### src/rtl/alu_ctrl_exec.sv
// alu_ctrl_exec: ALU control decode merged with a registered execute stage.
// Decodes alu_op/funct into a 4-bit control code, executes on WIDTH-bit
// operands and presents the result behind a valid/ready handshake.
// Optional macro ALU_MUL_EN adds an iterative shift-add multiplier (EXEC state).
module alu_ctrl_exec #(
    parameter int WIDTH   = 32,
    parameter int FUNCT_W = 6
) (
    input  logic               clk,
    input  logic               rst,
    input  logic               in_valid,
    output logic               in_ready,
    input  logic [1:0]         alu_op,
    input  logic [FUNCT_W-1:0] funct,
    input  logic [WIDTH-1:0]   a,
    input  logic [WIDTH-1:0]   b,
    output logic               out_valid,
    input  logic               out_ready,
    output logic [WIDTH-1:0]   result,
    output logic               zero,
    output logic [3:0]         ctrl_out,
    output logic               illegal,
    output logic               busy
);

    localparam logic [3:0] CTRL_AND = 4'b0000;
    localparam logic [3:0] CTRL_OR  = 4'b0001;
    localparam logic [3:0] CTRL_ADD = 4'b0010;
    localparam logic [3:0] CTRL_SUB = 4'b0110;
    localparam logic [3:0] CTRL_SLT = 4'b0111;
    localparam logic [3:0] CTRL_MUL = 4'b1000;
    localparam logic [3:0] CTRL_ILL = 4'b1111;

`ifdef ALU_MUL_EN
    typedef enum logic [1:0] {S_IDLE = 2'd0, S_EXEC = 2'd1, S_HOLD = 2'd2} state_t;
`else
    typedef enum logic [1:0] {S_IDLE = 2'd0, S_HOLD = 2'd2} state_t;
`endif

    state_t             state, state_next;
    logic               accept;
    logic [3:0]         dec_ctrl;
    logic               dec_illegal;
    logic               dec_mul;
    logic [WIDTH-1:0]   exec_result;
    logic [WIDTH-1:0]   result_q;
    logic [3:0]         ctrl_q;
    logic               illegal_q;
    logic               unused_funct;

    // Only the low four funct bits take part in decode.
    assign unused_funct = ^(funct >> 4);

`ifdef ALU_MUL_EN
    localparam int CNT_W = $clog2(WIDTH);
    logic [WIDTH-1:0] mul_a;
    logic [WIDTH-1:0] mul_b;
    logic [WIDTH-1:0] acc;
    logic [WIDTH-1:0] acc_next;
    logic [CNT_W-1:0] cnt;
    logic             mul_last;

    assign acc_next = acc + (mul_b[0] ? mul_a : '0);
    assign mul_last = (cnt == CNT_W'(WIDTH - 1));
`endif

    // Decode the control code and compute single-cycle results for the presented op.
    always_comb begin
        dec_ctrl    = CTRL_ILL;
        dec_illegal = 1'b1;
        dec_mul     = 1'b0;
        if (alu_op == 2'b00) begin
            dec_ctrl    = CTRL_ADD;
            dec_illegal = 1'b0;
        end else if (alu_op[0]) begin
            dec_ctrl    = CTRL_SUB;
            dec_illegal = 1'b0;
        end else begin
            case (funct[3:0])
                4'b0000: begin dec_ctrl = CTRL_ADD; dec_illegal = 1'b0; end
                4'b0010: begin dec_ctrl = CTRL_SUB; dec_illegal = 1'b0; end
                4'b0100: begin dec_ctrl = CTRL_AND; dec_illegal = 1'b0; end
                4'b0101: begin dec_ctrl = CTRL_OR;  dec_illegal = 1'b0; end
                4'b1010: begin dec_ctrl = CTRL_SLT; dec_illegal = 1'b0; end
`ifdef ALU_MUL_EN
                4'b1000: begin dec_ctrl = CTRL_MUL; dec_illegal = 1'b0; dec_mul = 1'b1; end
`endif
                default: begin dec_ctrl = CTRL_ILL; dec_illegal = 1'b1; end
            endcase
        end

        exec_result = '0;
        case (dec_ctrl)
            CTRL_ADD: exec_result = a + b;
            CTRL_SUB: exec_result = a - b;
            CTRL_AND: exec_result = a & b;
            CTRL_OR:  exec_result = a | b;
            CTRL_SLT: exec_result = {{(WIDTH-1){1'b0}}, ($signed(a) < $signed(b))};
            default:  exec_result = '0;
        endcase
    end

    // Handshake outputs and next-state selection.
    always_comb begin
        state_next = state;
        in_ready   = 1'b0;
        out_valid  = 1'b0;
        busy       = 1'b0;
        case (state)
            S_IDLE: in_ready = !rst;
`ifdef ALU_MUL_EN
            S_EXEC: busy = 1'b1;
`endif
            S_HOLD: begin
                out_valid = 1'b1;
                in_ready  = out_ready && !rst;
            end
            default: ;
        endcase

        accept = in_valid && in_ready;

        case (state)
            S_IDLE: if (accept) state_next = dec_mul ? state_t'(2'd1) : S_HOLD;
`ifdef ALU_MUL_EN
            S_EXEC: if (mul_last) state_next = S_HOLD;
`endif
            S_HOLD: begin
                if (accept)         state_next = dec_mul ? state_t'(2'd1) : S_HOLD;
                else if (out_ready) state_next = S_IDLE;
            end
            default: state_next = S_IDLE;
        endcase
    end

    // State register; reset abandons any in-flight op.
    always_ff @(posedge clk or posedge rst) begin
        if (rst) state <= S_IDLE;
        else     state <= state_next;
    end

    // Result registers and multiplier iteration.
    always_ff @(posedge clk or posedge rst) begin
        if (rst) begin
            result_q  <= '0;
            ctrl_q    <= 4'b0000;
            illegal_q <= 1'b0;
`ifdef ALU_MUL_EN
            mul_a     <= '0;
            mul_b     <= '0;
            acc       <= '0;
            cnt       <= '0;
`endif
        end else if (accept) begin
            ctrl_q    <= dec_ctrl;
            illegal_q <= dec_illegal;
            result_q  <= dec_mul ? '0 : exec_result;
`ifdef ALU_MUL_EN
            mul_a     <= a;
            mul_b     <= b;
            acc       <= '0;
            cnt       <= '0;
`endif
        end
`ifdef ALU_MUL_EN
        else if (state == S_EXEC) begin
            acc   <= acc_next;
            mul_a <= mul_a << 1;
            mul_b <= mul_b >> 1;
            cnt   <= cnt + 1'b1;
            if (mul_last) result_q <= acc_next;
        end
`endif
    end

    assign result   = result_q;
    assign ctrl_out = ctrl_q;
    assign illegal  = illegal_q;
    assign zero     = out_valid && (result_q == '0);

endmodule

### config.mk
export PLATFORM = sky130hd
export DESIGN_NAME = alu_ctrl_exec
export DESIGN_NICKNAME = d
export VERILOG_FILES = /design/src/rtl/alu_ctrl_exec.sv
export SDC_FILE = /design/constraint.sdc
export NUM_CORES = 1
export LEC_CHECK = 0
export BUFFER_PORTS_ARGS = -buffer_cell sky130_fd_sc_hd__clkbuf_2
export CAP_MARGIN = 25
export CORE_MARGIN = 2
export CORE_UTILIZATION = 39
export DETAILED_ROUTE_END_ITERATION = 8
export PLACE_DENSITY = 0.71
export SYNTH_ARGS = -nofsm -noshare
export SYNTH_HDL_FRONTEND = slang
export SYNTH_SLANG_ARGS = --single-unit
### constraint.sdc
create_clock -name clk -period 2.1 [get_ports clk]
set_input_delay 0.105 -clock clk [delete_from_list [all_inputs] [get_ports clk]]
set_output_delay 0.105 -clock clk [all_outputs]
set_load 0.1 [all_outputs]
Yosys cells after proc, flatten, opt, wreduce, memory -nomap -nowiden

Index checks and enable logic that the tools add are counted.

Add/sub/neg operators: 2
Order comparisons: 1
Equality and inequality tests: 11
Muxes and demuxes: 13
Bitwise operators: 2
Reductions and logical operators: 11

Operators by type and width:

| kind                                                             | count |
|---|---|
| 32-bit one-hot mux with 5 select lines                           | 1 |
| 32-bit adder                                                     | 1 |
| 32-bit bitwise AND                                               | 1 |
| 32-bit zero test                                                 | 1 |
| 32-bit < comparator                                              | 1 |
| 32-bit OR                                                        | 1 |
| 32-bit subtractor                                                | 1 |
| 4-bit one-hot mux with 5 select lines                            | 1 |
| 4-bit by 3-bit == test with 1-bit output (second input constant) | 4 |
| 4-bit by 2-bit == test with 1-bit output (second input constant) | 2 |
| 4-bit zero test                                                  | 2 |
| 4-bit 2-to-1 mux                                                 | 2 |
| 2-bit 2-to-1 mux                                                 | 3 |
| 5-bit OR reduction                                               | 1 |
| 4-bit by 1-bit == test with 1-bit output (second input constant) | 1 |
| 4-bit == test (second input constant)                            | 1 |
| 2-bit zero test                                                  | 2 |
| 1-bit 2-to-1 mux                                                 | 4 |
| 2-bit one-hot mux with 2 select lines                            | 1 |
| 1-bit logical AND                                                | 3 |
| 3-bit != test (second input constant)                            | 1 |
| 2-bit == test (second input constant)                            | 1 |
| 2-bit != test (second input constant)                            | 1 |
| 1-bit one-hot mux with 2 select lines                            | 1 |
| 2 further kinds                                                  | 2 |

Flip-flop bits (word level): 39
Output and inout port bits: 41

Longest topological paths before layout

Gate-level depths: netlist of the first run.

Depth after elaboration: 6
Depth in mapped cells: 13
Mapped depth without buffers: 13

Worst setup path after synthesis of the first run

Ideal clock, no wire load.

Path type: register -> output
From: register state[1]
To: output port zero
Arrival time: 3.537 ns
Data required time: 1.995 ns
Setup slack: -1.542 ns
Stages on the path, launching flop included: 5
Buffers on the path: 0
Cell sequence: dfrtp_1 inv_1 nor4_1 nand4_1 nor3_1

Word-level cells in the longest chain between the ends: 3

Ends and longest elaborated chain:

| element                | line | text |
|---|---|---|
| start, declared        | 40   | `state_t state, state_next;` |
| start signal, assigned | 139  | `else state <= state_next;` |
| 2-bit == test          | 109  | `case (state)` |
| 1-bit 2-to-1 mux       | 109  |  |
| 1-bit logical AND      | 179  | `assign zero = out_valid && (result_q == '0);` |
| end, declared          | 20   | `output logic zero,` |

No other way between the ends.

Final worst setup path of the first run

From: input port a[11]
To: register result_q[29] (netlist: result[29])

Word-level cells in the longest chain between the ends: 2

Ends and longest elaborated chain:

| element                                           | line   | text |
|---|---|---|
| start, declared                                   | 15     | `input logic [WIDTH-1:0] a,` |
| 32-bit subtractor or 32-bit adder (tied branches) | 95, 94 |  |
| 32-bit one-hot mux with 5 select lines (*)        | 93     | `case (dec_ctrl)` |
| end signal, assigned                              | 157    | `result_q <= dec_mul ? '0 : exec_result;` |
| end, declared                                     | 46     | `logic [WIDTH-1:0] result_q;` |

Every way passes the cells marked *; elsewhere a longest branch is shown, timed or not.
A chain may end at the register's enable or synchronous reset.

==> qor.yml, run 1 <==
status:
  status: "complete, but fails checks"
  violations: "negative setup slack"
power:
  power_density_nw_per_um2: 592
  p_leak_nw: 5.08
  power.total_w: 0.00614
  vdd_drop_max_uv: 572
cts:
  clockBufferDepth: 2
  cts_tree: "done"
  htreeDepth: 2
  clock_latency_ps: 290
  clock_sinks: 38
  cts_root_buf: "clkbuf_16"
  cts_inserted_buffers: 5
  clkTransAtPathRegs_ps: 60
min_path:
  min_from: "out_ready"
  holdCritPathClass: "primary input to register"
  hold_end: "state[1]$_DFFE_PP0P_"
  min_path_cells: 2
route:
  postRouteAntennaNets: 0
  vias: 8484
  post_drt_wl_per_cell_um: 17.4
  wl_mm: 26.1
  via_per_inst: 5.66
  drc: 0
  dr.first_iter.drc_count: 929
  drt_pass1_iterations: 6
grt:
  grt_pass1_vias: 8049
  grt_pass1_wl_mm: 41.1
  overflow: 0
  grt_antenna_before_repair: 0
  grt_usage_pct: 28.9
  grt_max_degree: 39
setup_path:
  criticalPathCategory: "primary input to register"
  cp_slowest_stage_delay_ps: 550
  reg2reg_depth: 9
  path_buf_inv: 3
  rrSetupSlack_ps: 120
  worst_setup_path_end_kind: "register"
  critPathLaunchType: "primary input"
  slowest_stage: "or4_4"
  reg2reg_to: "result[31]$_DFFE_PP0P_"
  worstPathCellList: "buf_4 > inv_2 > ha_4 > nor3b_4 > a2111oi_4 > inv_2 > or4_4 > o21ai_4 > a21boi_4 > o31a_1 > a221oi_2 > o21ai_1"
  cp_max_fo: 4
  rr_startpoint: "state[1]$_DFFE_PP0P_"
  crit_top_cell: "inv_2"
  cp_top_family: "compound AO/OA/AOI/OAI gates"
  arrival_ps: 2690
  cp.required_ps: 2270
finish:
  area_delta_synth_final_pct: 62.2
  fillers: 1377
  fin_cells: 1500
  fin_nets: 1457
  diodes: 0
  drive_above_1_share_pct: 42.9
  fin_util_pct: 65.1
die:
  die-area_sq_um: 17400
  die_h_um: 132
  io_pins: 117
  core.rowCount: 46
  die_w_um: 132
  core_sq_um: 15900
  start_util_pct: 40.1
yosys:
  ys_seq_elements: 38
  async_flop_share_pct: 100
  synth.net_count: 1077
  yosysSeqAreaShare_pct: 14.9
  netlist_instances: 903
  ys.flop_type: "dfrtp_1"
  synth_edf_count: 0
  syn-cell-area_sq_um: 6390
  avgSynthCellArea_sq_um: 7.08
  ys_types: 76
  yosysWarnings: 0
sta:
  fin_crit_sh_pct: 120
  hold_viol: 0
  worst_slack_ps: -416
  slew_viol_final: 0
  setup_viol: 22
  skew_ps: 5.84
  hold_slack_ps: 21.7
  tightest_slew_ps: 614
  fin_crit_ps: 2520
  setup_tns_ps: -6610
  clock.fmax_ghz: 0.398
  rsz0062_at_grt: "true"
  slew_headroom_pct: 58.6
job:
  max_cap_violations: 0
placed_design:
  placedCellCount: 1474
  dp_hpwl_mm: 20.8
  port_buffers: 113
  gp_congestion: 0.995
==> worst max-delay path by stage <==
| stage | from | to | slack [ps] | depth (start not counted) |
|---|---|---|---|---|
| finish | a[11] | result[29]$_DFFE_PP0P_ | -420 | 12 |
| global route | a[0] | result[26]$_DFFE_PP0P_ | -540 | 16 |
| global placement | a[0] | result[0]$_DFFE_PP0P_ | -760 | 15 |
| floorplan | a[0] | result[28]$_DFFE_PP0P_ | -400 | 13 |
| CTS | a[0] | result[0]$_DFFE_PP0P_ | -450 | 15 |
| detailed placement | a[0] | result[30]$_DFFE_PP0P_ | -880 | 15 |
==> sequential cells by signal, indices dropped and copies added (netlist names) <==
register  flops
ctrl_out      4
state         1
result       32
illegal       1
==> area by class of cell <==
type | count | area, sq um | share of cell area (%)
multi-input combinational | 718 | 5500 | 53.0
timing repair buffer | 422 | 3030 | 29.2
sequential | 38 | 955 | 9.20
inverter | 98 | 425 | 4.10
tap | 216 | 270 | 2.60
clock buffer | 6 | 139 | 1.34
clock inverter | 2 | 60.1 | 0.579
==> metrics by stage <==
step           setup WS (ps)  instance area (sq um)
6_report                -416                  10400
5_1_grt                 -541                  10400
4_1_cts                 -448                  10100
3_5_place_dp            -881                   9610
3_3_place_gp            -756                   9610
2_1_floorplan           -399                   6800
==> cell usage in the layout (no fill, tap or decap), drive strengths merged, types with 15 or more instances in the layout <==
cell type | Yosys | routed
a221oi | 15 | 15
ha | 96 | 96
clkbuf | 42 | 113
buf | 7 | 314
nand3 | 17 | 17
dfrtp | 38 | 38
o31ai | 15 | 15
inv | 98 | 96
o21ai | 83 | 83
nand2 | 81 | 81
nor3 | 15 | 15
a21oi | 83 | 83
a211oi | 15 | 15
nor2 | 91 | 91
==> cell families after synthesis <==
kind of cell,count (synthesis),share of synthesized area [%]
XOR/XNOR,7,0.959
multiplexers,5,0.841
AO/OA/AOI/OAI,348,36.6
other,1,0.0586
flip-flops,38,14.9
adder cells (fa/ha/maj),98,19.4
AND/OR/NAND/NOR,259,18.3
buffers and inverters,147,8.90
==> report_power, final <==
part	total (W)	switching (W)	leakage [nW]	internal, W
registers	0.00107	0.000182	0.448	0.000891
clock network	0.00105	0.000331	0.0971	0.000714
logic	0.00402	0.00264	4.53	0.00138
total	0.00614	0.00316	5.08	0.00298
==> cell usage after synthesis (12+ instances only) <==
cell,count,area (sq um)
inv_1,87,327
a22oi_1,13,97.6
ha_1,96,1200
o21ai_0,57,285
a21oi_1,83,415
a221o_1,12,120
o31ai_1,15,113
nand3_1,17,85.1
clkbuf_1,42,158
nor2_1,91,342
a21o_1,12,90.1
nand2_1,81,304
dfrtp_1,38,951
nor3_1,14,70.1
a221oi_1,15,131
a211oi_1,15,113
o21ai_1,25,125
==> worst register-to-register path, cell delays in order, from the launching register on <==
cell and delay [ps]:
dfrtp_4 400, inv_1 70, o21a_4 220, nand2_4 80, buf_4 260, nor3_2 130, nand2_1 120, o22ai_1 70
a221o_1 270, a211o_1 270
==> what timing repair did <==
item,4_1_cts,5_1_grt
resized for setup,41,47
hold endpoints to repair,1,0
endpoints found under the setup margin,25,27
setup buffers,11,8
pin swaps,47,33
hold buffers,1,0
==> per-layer routing <==
metal | part of all wire [%] | vias to the layer above | global-route usage [%]
li1 | - | 4052 | -
met1 | 43 | 3964 | 38.9
met2 | 45 | 401 | 47.3
met3 | 8.9 | 67 | 5.96
met4 | 3.1 | 0 | 7.43
met5 | 0 | - | 0
Power figures use the tool's default switching activity.
==> run 2, diff against run 1 <==
--- a/config.mk
+++ b/config.mk
@@ -12,4 +12,6 @@
 export DETAILED_ROUTE_END_ITERATION = 8
 export PLACE_DENSITY = 0.71
+export REMOVE_ABC_BUFFERS = 1
+export SETUP_SLACK_MARGIN = 0.2
 export SYNTH_ARGS = -nofsm -noshare
 export SYNTH_HDL_FRONTEND = slang
==> constraint.sdc (replaced) <==
create_clock -name clk -period 2.1 [get_ports clk]
set_input_delay 0.105 -clock clk [delete_from_list [all_inputs] [get_ports clk]]
set_output_delay 0.105 -clock clk [all_outputs]
set_load 0.01 [all_outputs]
==> qor.yml, run 2 (same netlist as run 1, synthesis figures left out) <==
die:
  core.rowCount: 46  # unchanged
  die_w_um: 132  # unchanged
  die-area_sq_um: 17400  # unchanged
  core_sq_um: 15900  # unchanged
  die_h_um: 132  # unchanged
  start_util_pct: 40.1  # unchanged
  io_pins: 117  # unchanged
sta:
  tightest_slew_ps: 612  # -1.97 ps
  fin_crit_sh_pct: 122  # +2.3 points
  slew_viol_final: 0  # unchanged
  clock.fmax_ghz: 0.390  # -1.9%
  skew_ps: 6.03  # +0.195 ps
  fin_crit_ps: 2560  # +48.0 ps
  setup_viol: 26  # +18%
  setup_tns_ps: -8510  # -1900 ps
  rsz0062_at_grt: "true"
  hold_viol: 0  # unchanged
  slew_headroom_pct: 59.2  # +0.56 points
  worst_slack_ps: -464  # -48.0 ps
  hold_slack_ps: 8.38  # -13.3 ps
finish:
  drive_above_1_share_pct: 43.3  # +0.38 points
  area_delta_synth_final_pct: 62.6
  fin_nets: 1455  # -0.14%
  final_area_sq_um: 10400  # +0.24%
  regArea_sq_um: 951  # -0.39%
  layout_commonest_cell: "buf_4"
  final_cell_mix: "buf_4, clkbuf_2, nor2_1"
  fillers: 1318  # -4.3%
  fin_util_pct: 65.2  # +0.16 points
  multi_input_area_sq_um: 5590  # +1.7%
  largest_reg_flops: 32  # unchanged
setup_path:
  worst_setup_path_end_kind: "register"
  arrival_ps: 2750  # +60 ps
  worstPathCellList: "buf_8 > inv_6 > ha_4 > inv_2 > fa_2 > nor2b_4 > o311ai_4 > o211ai_1 > o211ai_1 > buf_4 > o21ai_4 > a41oi_2 > buf_6 > a221oi_4 > o311ai_2 > a32o_1"
  path_buf_inv: 5  # +2
  slowest_stage: "o211ai_1"
  cp_max_fo: 4  # unchanged
  cp_slowest_stage_delay_ps: 300  # -250 ps
  crit_top_cell: "o211ai_1"
  critPathLaunchType: "primary input"
  cp_top_family: "compound AO/OA/AOI/OAI gates"
  criticalPathCategory: "primary input to register"
  cp.required_ps: 2290  # +20 ps
min_path:
  holdCritPathClass: "primary input to register"
route:
  post_drt_wl_per_cell_um: 18.5  # +6.4%
  postRouteAntennaNets: 0  # unchanged
  via_per_inst: 5.79  # +2.4%
  vias: 8684  # +2.4%
  drt_pass1_iterations: 5  # -1
  dr.first_iter.drc_count: 1022  # +10%
  drc: 0  # unchanged
  wl_mm: 27.7  # +6.3%
cts:
  clkTransAtPathRegs_ps: 70  # about the same
  cts_tree: "done"
  cts_root_buf: "clkbuf_16"
  clock_sinks: 38  # unchanged
  clock_latency_ps: 300  # about the same
  cts_inserted_buffers: 5  # unchanged
  clockBufferDepth: 2  # unchanged
  htreeDepth: 2  # unchanged
power:
  swShare_pct: 41.8  # -9.6 points
  switching_power_w: 0.00216  # -32%
  power_density_nw_per_um2: 496  # -16%
  vdd_drop_max_uv: 385  # -33%
  p_int_w: 0.00300  # +0.58%
  p_leak_nw: 5.04  # -0.64%
  clkPwrFrac_pct: 21.4  # +4.4 points
  p_seq_share_pct: 21.1  # +3.6 points
  power.total_w: 0.00516  # -16%
  comb_power_share_pct: 57.5  # -8.0 points
grt:
  overflow: 0  # unchanged
  grt_antenna_before_repair: 0  # unchanged
  grt_pass1_vias: 8416  # +4.6%
  grt_max_degree: 39  # unchanged
  grt_usage_pct: 30.0  # +1.0 points
  grt_pass1_wl_mm: 42.5  # +3.5%
placed_design:
  gp_congestion: 0.987  # -0.78%
  place_area_sq_um: 9180  # -4.4%
  dp_hpwl_mm: 20.3  # -2.4%
  port_buffers: 113  # unchanged
status:
  violations: "negative setup slack"
  status: "complete, but fails checks"
job:
  max_cap_violations: 0  # unchanged
==> run 2: cell types whose count changed in the layout (fill, tap and decap cells not counted), moves of 3 or more <==
cell | before | now
a21oi_2 | 8 | 12
nor4_1 | 9 | 6
inv_1 | 70 | 78
buf_6 | 14 | 22
buf_4 | 297 | 282
clkbuf_2 | 104 | 109
a21oi_1 | 75 | 68
a21oi_4 | 0 | 3
==> run 2: routing by layer <==
metal	part of all wire (%)	global-route usage [%]
met1	42	39.6
met2	46	49.2
met3	8.7	4.46
met4	3.5	11.5
met5	0	0
==> run 2: worst reg2reg max path: cells and delay by family (launching register included) <==
| kind | cells | cell delay (ps) |
|---|---|---|
| DFF | 1 | 380 |
| and+or+nand+nor | 3 | 560 |
| buffers and inverters | 3 | 540 |
| AOI/OAI and AO/OA | 3 | 390 |
==> run 2: timing repair <==
item                                    CTS  global route
hold buffers                              1             0
gates resized for setup                 103            58
endpoints found under the setup margin   28            29
buffers inserted                         12            13
endpoints found under the hold margin    15             0
pin swaps                                56            51
==> run 2: area by class of cell <==
type                    instances  share of cell area [%]
well taps                     216                    2.60
flip-flops and latches         38                    9.14
inverters                      98                    3.62
clock inverters                 2                   0.577
repair buffers                420                    28.9
clock buffers                   6                    1.34
multi-input cells             718                    53.8
diodes                          1                  0.0241
==> run 2: through the flow <==
stage | cells | setup slack (ps)
after global routing | 1498 | -573
after detailed placement | 1464 | -925
after floorplan | 854 | -3700
after global placement | 1464 | -839
after CTS | 1485 | -362
final | 1499 | -464
==> run 2: worst paths after layout <==
path,startpoint,to,slack (ps),cells after the start
min in group asynchronous,rst,result[8]$_DFFE_PP0P_,540,4
max in group asynchronous,rst,result[3]$_DFFE_PP0P_,1160,4
hold reg to reg,illegal$_DFFE_PP0P_,illegal$_DFFE_PP0P_,480,2
hold / removal,out_ready,state[1]$_DFFE_PP0P_,8,2
setup reg to reg,state[1]$_DFFE_PP0P_,result[25]$_DFFE_PP0P_,160,9
setup / recovery,a[0],result[30]$_DFFE_PP0P_,-460,16
==> run 2: power groups by stage <==
| stage | registers (W) | logic (W) | clock network (W) |
|---|---|---|---|
| final | 0.00109 | 0.00297 | 0.00110 |
| after global routing | 0.00110 | 0.00317 | 0.00113 |
| after CTS | 0.00107 | 0.00274 | 0.00110 |
| after detailed placement | 0.00107 | 0.00250 | 0 |
| after global placement | 0.00107 | 0.00247 | 0 |
| after floorplan | 0.00108 | 0.00120 | 0 |
==> run 3, diff against run 2 <==
Settings changed: CORE_ASPECT_RATIO set to 1.25.
==> qor.yml, run 3 (same netlist as run 1, synthesis figures left out) <==
setup_path:
  worst_setup_path_end_kind: "register"
  rrSetupSlack_ps: 130  # -30 ps
  arrival_ps: 2950  # +200 ps
  critPathLaunchType: "primary input"
  cp_max_fo: 3  # -1
  criticalPathCategory: "primary input to register"
  reg2reg_to: "result[25]$_DFFE_PP0P_"
  cp_slowest_stage_delay_ps: 390  # +90 ps
  path_buf_inv: 4  # -1
  reg2reg_depth: 8  # -1
  cp.required_ps: 2300  # about the same
  slowest_stage: "fa_2"
  cp_top_family: "compound AO/OA/AOI/OAI gates"
  rr_startpoint: "state[1]$_DFFE_PP0P_"
  worstPathCellList: "buf_6 > buf_6 > ha_4 > fa_2 > a211oi_4 > o211ai_1 > a41o_1 > a311oi_2 > buf_4 > o41ai_4 > nand2_1 > buf_4 > mux2_4 > a31o_1 > o31ai_1"
route:
  via_per_inst: 5.77  # -0.38%
  drt_pass1_iterations: 6  # +1
  drc: 0  # unchanged
  top_layer: "met4"
  post_drt_wl_per_cell_um: 17.6  # -4.6%
  wl_met3_mm: 1.76  # -27%
  wl_met2_mm: 13.0  # +1.8%
  wl_met1_mm: 10.1  # -12%
  postRouteAntennaNets: 0  # unchanged
  dr.first_iter.drc_count: 570  # -44%
  wl_mm: 26.5  # -4.4%
  vias: 8668  # -0.18%
finish:
  fin_util_pct: 64.9  # -0.36 points
  largest_reg_flops: 32  # unchanged
  drive_above_1_share_pct: 44.4  # +1.1 points
  multi_input_area_sq_um: 5670  # +1.5%
  layout_commonest_cell: "buf_4"
  diodes: 0  # -1
  fin_nets: 1459  # +0.27%
  regArea_sq_um: 951  # unchanged
  final_area_sq_um: 10500  # +0.65%
  area_delta_synth_final_pct: 63.7
  fillers: 1385  # +5.1%
  final_cell_mix: "buf_4, clkbuf_2, nor2_1"
grt:
  grt_max_degree: 40  # +2.6%
  grt_antenna_before_repair: 0  # unchanged
  grt_pass1_vias: 8500  # +1.0%
  grt_pass1_wl_mm: 41.5  # -2.3%
  grt_usage_pct: 29.0  # -0.96 points
  overflow: 0  # unchanged
power:
  swShare_pct: 42.5  # +0.67 points
  p_int_w: 0.00286  # -4.7%
  vdd_drop_max_uv: 324  # -16%
  comb_power_share_pct: 59.3  # +1.8 points
  p_leak_nw: 5.04  # about the same
  power_density_nw_per_um2: 475  # -4.2%
  clkPwrFrac_pct: 18.6  # -2.8 points
  power.total_w: 0.00497  # -3.6%
  p_seq_share_pct: 22.1  # +1.0 points
  switching_power_w: 0.00211  # -2.1%
cts:
  clock_sinks: 38  # unchanged
  cts_tree: "done"
  cts_root_buf: "clkbuf_16"
  clkTransAtPathRegs_ps: 70  # about the same
  cts_inserted_buffers: 5  # unchanged
  clockBufferDepth: 2  # unchanged
  clock_latency_ps: 290  # about the same
  htreeDepth: 2  # unchanged
sta:
  fin_crit_ps: 2750  # +185 ps
  worst_slack_ps: -648  # -185 ps
  setup_tns_ps: -6980  # +1530 ps
  tightest_slew_ps: 571  # -41.2 ps
  clock.fmax_ghz: 0.364  # -6.7%
  hold_viol: 3  # +3
  setup_viol: 24  # -7.7%
  fin_crit_sh_pct: 131  # +8.8 points
  hold_slack_ps: -4.72  # -13.1 ps
  skew_ps: 4.89  # -1.14 ps
  slew_headroom_pct: 61.9  # +2.7 points
  rsz0062_at_grt: "true"
  slew_viol_final: 0  # unchanged
die:
  core_sq_um: 16100  # +1.2%
  die-area_sq_um: 17400  # about the same
  start_util_pct: 39.6  # -0.48 points
  io_pins: 117  # unchanged
  die_h_um: 147  # +11%
  die_w_um: 119  # -10%
  core.rowCount: 52  # +13%
status:
  status: "complete, but fails checks"
  violations: "negative hold slack, negative setup slack"
placed_design:
  place_area_sq_um: 9210  # +0.25%
  dp_hpwl_mm: 19.9  # -1.7%
  port_buffers: 113  # unchanged
  gp_congestion: 0.994  # +0.72%
job:
  max_cap_violations: 0  # unchanged
min_path:
  holdCritPathClass: "primary input to asynchronous set/reset pin"
-- run 3: cell count changes in the layout (fill, tap and decap cells not counted), moves of 3 or more --
cell,delta
buf_4,+10
inv_1,-7
inv_2,+7
ha_1,-6
o311ai_1,+3
buf_6,-4
a21oi_1,+5
a21oi_2,-5
ha_4,+5
-- run 3: worst min-delay path: cells and delay by family --
family,cells,cell delay (ps)
buf+inv,3,650
-- run 3: worst max path at each step --
stage	from	end	slack (ps)	cells past startpoint
after global placement	a[0]	result[30]$_DFFE_PP0P_	-850	17
final	a[0]	result[28]$_DFFE_PP0P_	-650	15
after detailed placement	b[0]	result[30]$_DFFE_PP0P_	-950	14
after global routing	b[0]	result[28]$_DFFE_PP0P_	-730	15
after CTS	a[0]	result[28]$_DFFE_PP0P_	-460	16
after floorplan	funct[1]	result[25]$_DFFE_PP0P_	-3700	6
-- run 3: power by group through the flow --
stage / clock network, W / logic, W / registers (W)
after floorplan: 0 / 0.00120 / 0.00108
after global placement: 0 / 0.00245 / 0.00107
after detailed placement: 0 / 0.00248 / 0.00107
after CTS: 0.000918 / 0.00275 / 0.00108
after global routing: 0.000950 / 0.00316 / 0.00111
final: 0.000925 / 0.00295 / 0.00110
-- run 3: layout make-up --
class / count / share of cell area (%)
Tap cell: 216 / 2.58
Sequential cell: 38 / 9.08
Timing Repair Buffer: 424 / 29.0
Clock inverter: 3 / 0.430
Multi-Input combinational cell: 718 / 54.2
Clock buffer: 5 / 1.20
Inverter: 98 / 3.56
-- run 3: per-layer routing --
metal	track usage, %	vias up
li1	-	4059
met1	33.3	4034
met2	51.3	454
met3	3.14	121
met4	17.9	0
met5	0	-
-- run 3: repair_timing --
| action | in CTS | in global routing |
|---|---|---|
| endpoints found under the setup margin | 28 | 29 |
| gates resized for setup | 129 | 40 |
| hold buffers | 0 | 0 |
| setup buffers | 17 | 10 |
| pin swaps | 76 | 36 |
-- run 3: metrics by stage --
stage          setup WS [ps]  cells
6_report                -648   1502
2_1_floorplan          -3700    854
5_1_grt                 -727   1502
3_3_place_gp            -852   1467
3_5_place_dp            -948   1467
4_1_cts                 -458   1492
